`config.mk`:
```
export PLATFORM = sky130hd
export DESIGN_NAME = prefetch_scheduler
export DESIGN_NICKNAME = d
export VERILOG_FILES = /design/src/rtl/prefetch_scheduler.sv
export SDC_FILE = /design/constraint.sdc
export NUM_CORES = 1
export LEC_CHECK = 0
export ABC_AREA = 0
export CORE_MARGIN = 2
export CORE_UTILIZATION = 45
export CTS_CLUSTER_DIAMETER = 30
export DETAILED_ROUTE_END_ITERATION = 12
export PLACE_DENSITY_LB_ADDON = 0.25
export SETUP_SLACK_MARGIN = 0.3
export SLEW_MARGIN = 15
export SYNTH_ARGS = -nofsm -noshare
export SYNTH_HDL_FRONTEND = slang
export SYNTH_SLANG_ARGS = --single-unit
```
`constraint.sdc`:
```
create_clock -name clk -period 2.8 [get_ports clk]
set_input_delay 0.56 -clock clk [delete_from_list [all_inputs] [get_ports clk]]
set_output_delay 0.56 -clock clk [all_outputs]
set_load 0.01 [all_outputs]
```
`src/rtl/prefetch_scheduler.sv`:
```
// Stride-prefetch scheduler: line-aligns and deduplicates RPT predictions into a
// circular queue and shares the single memory read port with demand misses.
module prefetch_scheduler #(
    parameter int DEPTH     = 4,
    parameter int LINE_BITS = 5
) (
    input  logic                     clk,
    input  logic                     rst_n,
    input  logic                     pf_valid,
    input  logic [31:0]              pf_addr,
    input  logic                     dm_read,
    input  logic [31:0]              dm_addr,
    output logic                     dm_resp,
    output logic                     mem_read,
    output logic [31:0]              mem_addr,
    input  logic                     mem_resp,
    output logic                     pf_fill,
    output logic [31:0]              pf_fill_addr,
    output logic                     queue_full,
    output logic [$clog2(DEPTH):0]   queue_count,
    output logic [7:0]               drop_count
);

    localparam int PW = $clog2(DEPTH);
    localparam logic [31:0] LMASK    = ~((32'd1 << LINE_BITS) - 32'd1);
    localparam logic [PW:0] FULL_CNT = (PW+1)'(DEPTH);

    typedef enum logic [1:0] {S_IDLE, S_DEMAND, S_PREFETCH} state_t;

    state_t           r_state;
    logic [31:0]      r_req;
    logic [31:0]      r_q_addr [DEPTH];
    logic [DEPTH-1:0] r_q_vld;
    logic [PW-1:0]    r_head;
    logic [PW-1:0]    r_tail;
    logic [PW:0]      r_count;
    logic [7:0]       r_drop;

    logic [31:0]      w_pf_line;
    logic [31:0]      w_dm_line;
    logic [DEPTH-1:0] w_pf_hit;
    logic [DEPTH-1:0] w_dm_hit;
    logic [DEPTH-1:0] w_vld_nxt;
    logic             w_full;
    logic             w_reject;
    logic             w_push;
    logic             w_pop;
    logic             w_merge;

    assign w_pf_line = pf_addr & LMASK;
    assign w_dm_line = dm_addr & LMASK;
    assign w_full    = (r_count == FULL_CNT);

    always_comb begin
        for (int i = 0; i < DEPTH; i++) begin
            w_pf_hit[i] = r_q_vld[i] && (r_q_addr[i] == w_pf_line);
            w_dm_hit[i] = dm_read && r_q_vld[i] && (r_q_addr[i] == w_dm_line);
        end
    end

    // Full rejects even when a pop retires a slot this cycle; all compares use pre-edge state.
    assign w_reject = pf_valid && (w_full || (|w_pf_hit) ||
                      ((r_state == S_PREFETCH) && (w_pf_line == r_req)) ||
                      (dm_read && (w_pf_line == w_dm_line)));
    assign w_push   = pf_valid && !w_reject;
    assign w_pop    = (r_state == S_IDLE) && !dm_read && (r_count != '0);

    always_comb begin
        w_vld_nxt = r_q_vld & ~w_dm_hit;
        if (w_pop)
            w_vld_nxt[r_head] = 1'b0;
        if (w_push)
            w_vld_nxt[r_tail] = 1'b1;
    end

    always_ff @(posedge clk or negedge rst_n) begin
        if (!rst_n) begin
            r_q_vld <= '0;
            r_head  <= '0;
            r_tail  <= '0;
            r_count <= '0;
            r_drop  <= '0;
            for (int i = 0; i < DEPTH; i++)
                r_q_addr[i] <= '0;
        end else begin
            r_q_vld <= w_vld_nxt;
            if (w_push) begin
                r_q_addr[r_tail] <= w_pf_line;
                r_tail           <= r_tail + 1'b1;
            end
            if (w_pop)
                r_head <= r_head + 1'b1;
            case ({w_push, w_pop})
                2'b10:   r_count <= r_count + 1'b1;
                2'b01:   r_count <= r_count - 1'b1;
                default: r_count <= r_count;
            endcase
            if (w_reject && (r_drop != 8'hFF))
                r_drop <= r_drop + 1'b1;
        end
    end

    // A squashed head is popped by w_pop but falls through here, costing one IDLE cycle.
    always_ff @(posedge clk or negedge rst_n) begin
        if (!rst_n) begin
            r_state <= S_IDLE;
            r_req   <= '0;
        end else begin
            case (r_state)
                S_IDLE: begin
                    if (dm_read) begin
                        r_req   <= w_dm_line;
                        r_state <= S_DEMAND;
                    end else if ((r_count != '0) && r_q_vld[r_head]) begin
                        r_req   <= r_q_addr[r_head];
                        r_state <= S_PREFETCH;
                    end
                end
                S_DEMAND, S_PREFETCH: begin
                    if (mem_resp)
                        r_state <= S_IDLE;
                end
                default: r_state <= S_IDLE;
            endcase
        end
    end

    assign w_merge      = (r_state == S_PREFETCH) && dm_read && (w_dm_line == r_req);

    assign mem_read     = (r_state != S_IDLE);
    assign mem_addr     = mem_read ? r_req : '0;
    assign dm_resp      = mem_resp && ((r_state == S_DEMAND) || w_merge);
    assign pf_fill      = mem_resp && (r_state == S_PREFETCH);
    assign pf_fill_addr = pf_fill ? r_req : '0;
    assign queue_full   = w_full;
    assign queue_count  = r_count;
    assign drop_count   = r_drop;

endmodule

```
==> results.sh <==
export IMPL_syn_inst=1014
export IMPL_startpoint_type="primary input"
export IMPL_clock_latency_ns=0.44
export IMPL_die_y_um=162.4
export IMPL_first_pass_iters=5
export IMPL_violations="negative setup slack"
export IMPL_worst_pin_slew_ns=0.8256
export IMPL_grt_use_total_pct=36.00
export IMPL_slew_headroom_pct=44.75
export IMPL_htreeDepth=4
export IMPL_synth_ff_type="dfrtp_1"
export IMPL_synthMuxAreaShare_pct=20.41
export IMPL_ys_seq_elements=156
export IMPL_hold_viol=0
export IMPL_start_util_pct=46.16
export IMPL_crit_top_cell="nand4_1"
export IMPL_vdd_drop_max_v=0.0005782
export IMPL_synth_fa_ha_area_share_pct=1.618
export IMPL_fmax_mhz=351.1
export IMPL_wl_per_cell_um=28.44
export IMPL_rsz0062_at_grt="yes"
export IMPL_final_util_pct=68.11
export IMPL_clk_transition_reported_paths_ns=0.08
export IMPL_dieArea_sq_um=26370
export IMPL_drt_iter0_markers=1003
export IMPL_antenna_found_initial=0
export IMPL_finalSetupViolCount=26
export IMPL_crit_path_end_kind="flop"
export IMPL_core_area_sq_um=24460
export IMPL_synth_area_top_cells="dfrtp_1 (35%), xnor2_1 (13%), xor2_1 (10%), mux2_2 (7.4%), mux4_2 (5.6%)"
export IMPL_globalplace_congestion=0.9969
export IMPL_wirelength_um=47550
export IMPL_area_growth_pct=47.56
export IMPL_cts_inserted_buffers=17
export IMPL_yosys_area_top_type="dfrtp_1"
export IMPL_regToRegSetupSlack_ns=-0.02
export IMPL_cp_slowest_cell="fa_2"
export IMPL_drv_cap=0
export IMPL_yosysTopAreaCellShare_pct=34.57
export IMPL_vias_per_cell=5.752
export IMPL_ff2ff_path_depth=11
export IMPL_root_buffer="clkbuf_16"
export IMPL_path_class="in -> reg"
export IMPL_grt_pass1_wl_um=66670
export IMPL_period_share_pct=101.7
export IMPL_synth_top_family_by_area="XOR/XNOR gates"
export IMPL_rows=57
export IMPL_cts_buffer_depth=2
export IMPL_grt_pass1_vias=9676
export IMPL_syn_avg_cell_area_sq_um=11.13
export IMPL_placedCellCount=1575
export IMPL_grt_ovfl_total=0
export IMPL_run_status="finished with violations"
export IMPL_fin_tns_setup_ns=-0.6732
export IMPL_grt_max_degree=67
export IMPL_cp_cell_sequence="dlygate4sd2_1 > buf_12 > xnor2_2 > nand4_1 > nor4_2 > nand4_1 > nand3_2 > nor2_4 > and2_4 > inv_4 > ha_4 > fa_2 > mux2_4"
export IMPL_ios=148
export IMPL_vias=9617
export IMPL_hold_class="in -> async"
export IMPL_synth_xor_area_share_pct=23.89
export IMPL_cts_tree="done"
export IMPL_report_final_slew_viol_count=0
export IMPL_fin_nets=1418
export IMPL_clock_skew_ns=0.01656
export IMPL_drive_above_1_share_pct=43.03
export IMPL_layout_commonest_cell="buf_4"
export IMPL_yosys_area_share_simple_pct=11.30
export IMPL_yosys_warnings=0
export IMPL_clock_sinks=156
export IMPL_synth_compound_area_share_pct=1.917
export IMPL_rr_endpoint="queue_count[1]"
export IMPL_p_per_area_nw_per_um2=1110
export IMPL_async_flop_share_pct=100.0
export IMPL_ys_types=38
export IMPL_fin_cells=1672
export IMPL_yosysSeqAreaShare_pct=34.57
export IMPL_fp_dieW_um=162.4
export IMPL_cp_max_fo=5
export IMPL_synth_edf_count=0
export IMPL_hpwl_um=33040
export IMPL_diodes=0
export IMPL_critPathArrivalTime_ns=3.18
export IMPL_syn_area_sq_um=11290
export IMPL_portBuffers=127
export IMPL_r2r_start="r_q_addr[53]"
export IMPL_finalCriticalPeriod_ns=2.848
export IMPL_final_cell_mix="buf_4 (193), dfrtp_1 (152), xnor2_1 (120), xor2_1 (119), mux2_4 (86)"
export IMPL_p_leak_nw=7.490
export IMPL_drcViolationCount=0
export IMPL_critPathRequiredTime_ns=3.13
export IMPL_fin_ws_ns=-0.04823
export IMPL_postRouteAntennaNets=0
export IMPL_slowest_delay_ns=0.41
## area by class of cell
class	count	area [sq um]
repair buffers	391	3800
fillers	1841	7801
inverters	8	32.53
clock buffers	18	429.2
clock inverters	14	137.6
well taps	324	405.4
multi-input cells	761	7948
flip-flops and latches	156	3909
## cells by family (layout without fill, tap and decap cells)
group | after synthesis | after routing
xor+xnor | 308 | 308
fa+ha+maj | 14 | 14
compound gates | 39 | 39
other cells | 1 | 10
mux | 167 | 167
flops | 156 | 156
buf+inv | 110 | 431
simple gates | 219 | 223
## synthesized netlist by cell type, types with 27 or more instances
master and count:
and3_1 29, buf_2 29, buf_4 31, dfrtp_1 156
mux2_2 74, mux2_4 38, mux2i_1 27, mux4_2 28
nand2_1 36, nand4_1 56, nor2b_1 28, nor4_1 44
o21ai_0 30, xnor2_1 173, xor2_1 135
## how the worst max path moves through the flow
stage / slack [ns] / from / cells after the start / to
detailed placement: -1.00 / pf_addr[24] / 14 / queue_count[1]
finish: -0.05 / pf_addr[21] / 13 / queue_count[1]
floorplan: 0.11 / dm_addr[19] / 13 / queue_count[1]
global placement: -0.96 / pf_addr[24] / 14 / queue_count[1]
CTS: -0.01 / r_q_addr[122] / 13 / queue_count[1]
global route: -0.06 / dm_addr[17] / 15 / queue_count[2]
## metal layers
| layer | global-route usage, % | vias up | wire length [um] |
|---|---|---|---|
| li1 | - | 4145 | - |
| met1 | 47.77 | 4805 | 19520 |
| met2 | 58.09 | 551 | 22040 |
| met3 | 5.297 | 116 | 3381 |
| met4 | 17.62 | 0 | 2609 |
| met5 | 0 | - | 0 |
## critical path: cells and delay by family
kind / cells / cell delay, ns
xor gates and xnor gates: 1 / 0.17
adders and majority gates: 2 / 0.54
buffers and inverters: 3 / 0.47
muxes: 1 / 0.27
and+or+nand+nor: 6 / 1.17
## state kept, by name, summed over array words and instances (netlist names)
register / cells
r_q_addr: 108
r_req: 27
drop_count: 8
r_q_vld: 4
queue_count: 3
r_head: 2
r_state: 2
r_tail: 2
## report_power, final
group	total, mW	switching (mW)	internal, mW
Combinational	11.2	5.25	5.95
Clock	2.33	1.09	1.24
Sequential	4.96	1.57	3.39
## metrics by stage
stage / power (mW) / worst slack [ns] / hold slack [ns] / instance area (sq um)
after floorplan: 10.01 / 0.1106 / 0.2644 / 11560
after global routing: 19.14 / -0.06226 / 0.1201 / 16660
after detailed placement: 14.29 / -1.003 / 0.5119 / 14210
after global placement: 14.20 / -0.9615 / 0.5081 / 14210
after CTS: 17.53 / -0.009512 / 0.1025 / 16140
final: 18.49 / -0.04823 / 0.08532 / 16660
## repair_timing
item	in CTS	in global routing
hold buffers	0	0
pin swaps	57	33
setup endpoints to repair	182	125
setup buffers	37	13
resized for setup	290	103
gates cloned	13	2
(Power assumes the default switching activity.)
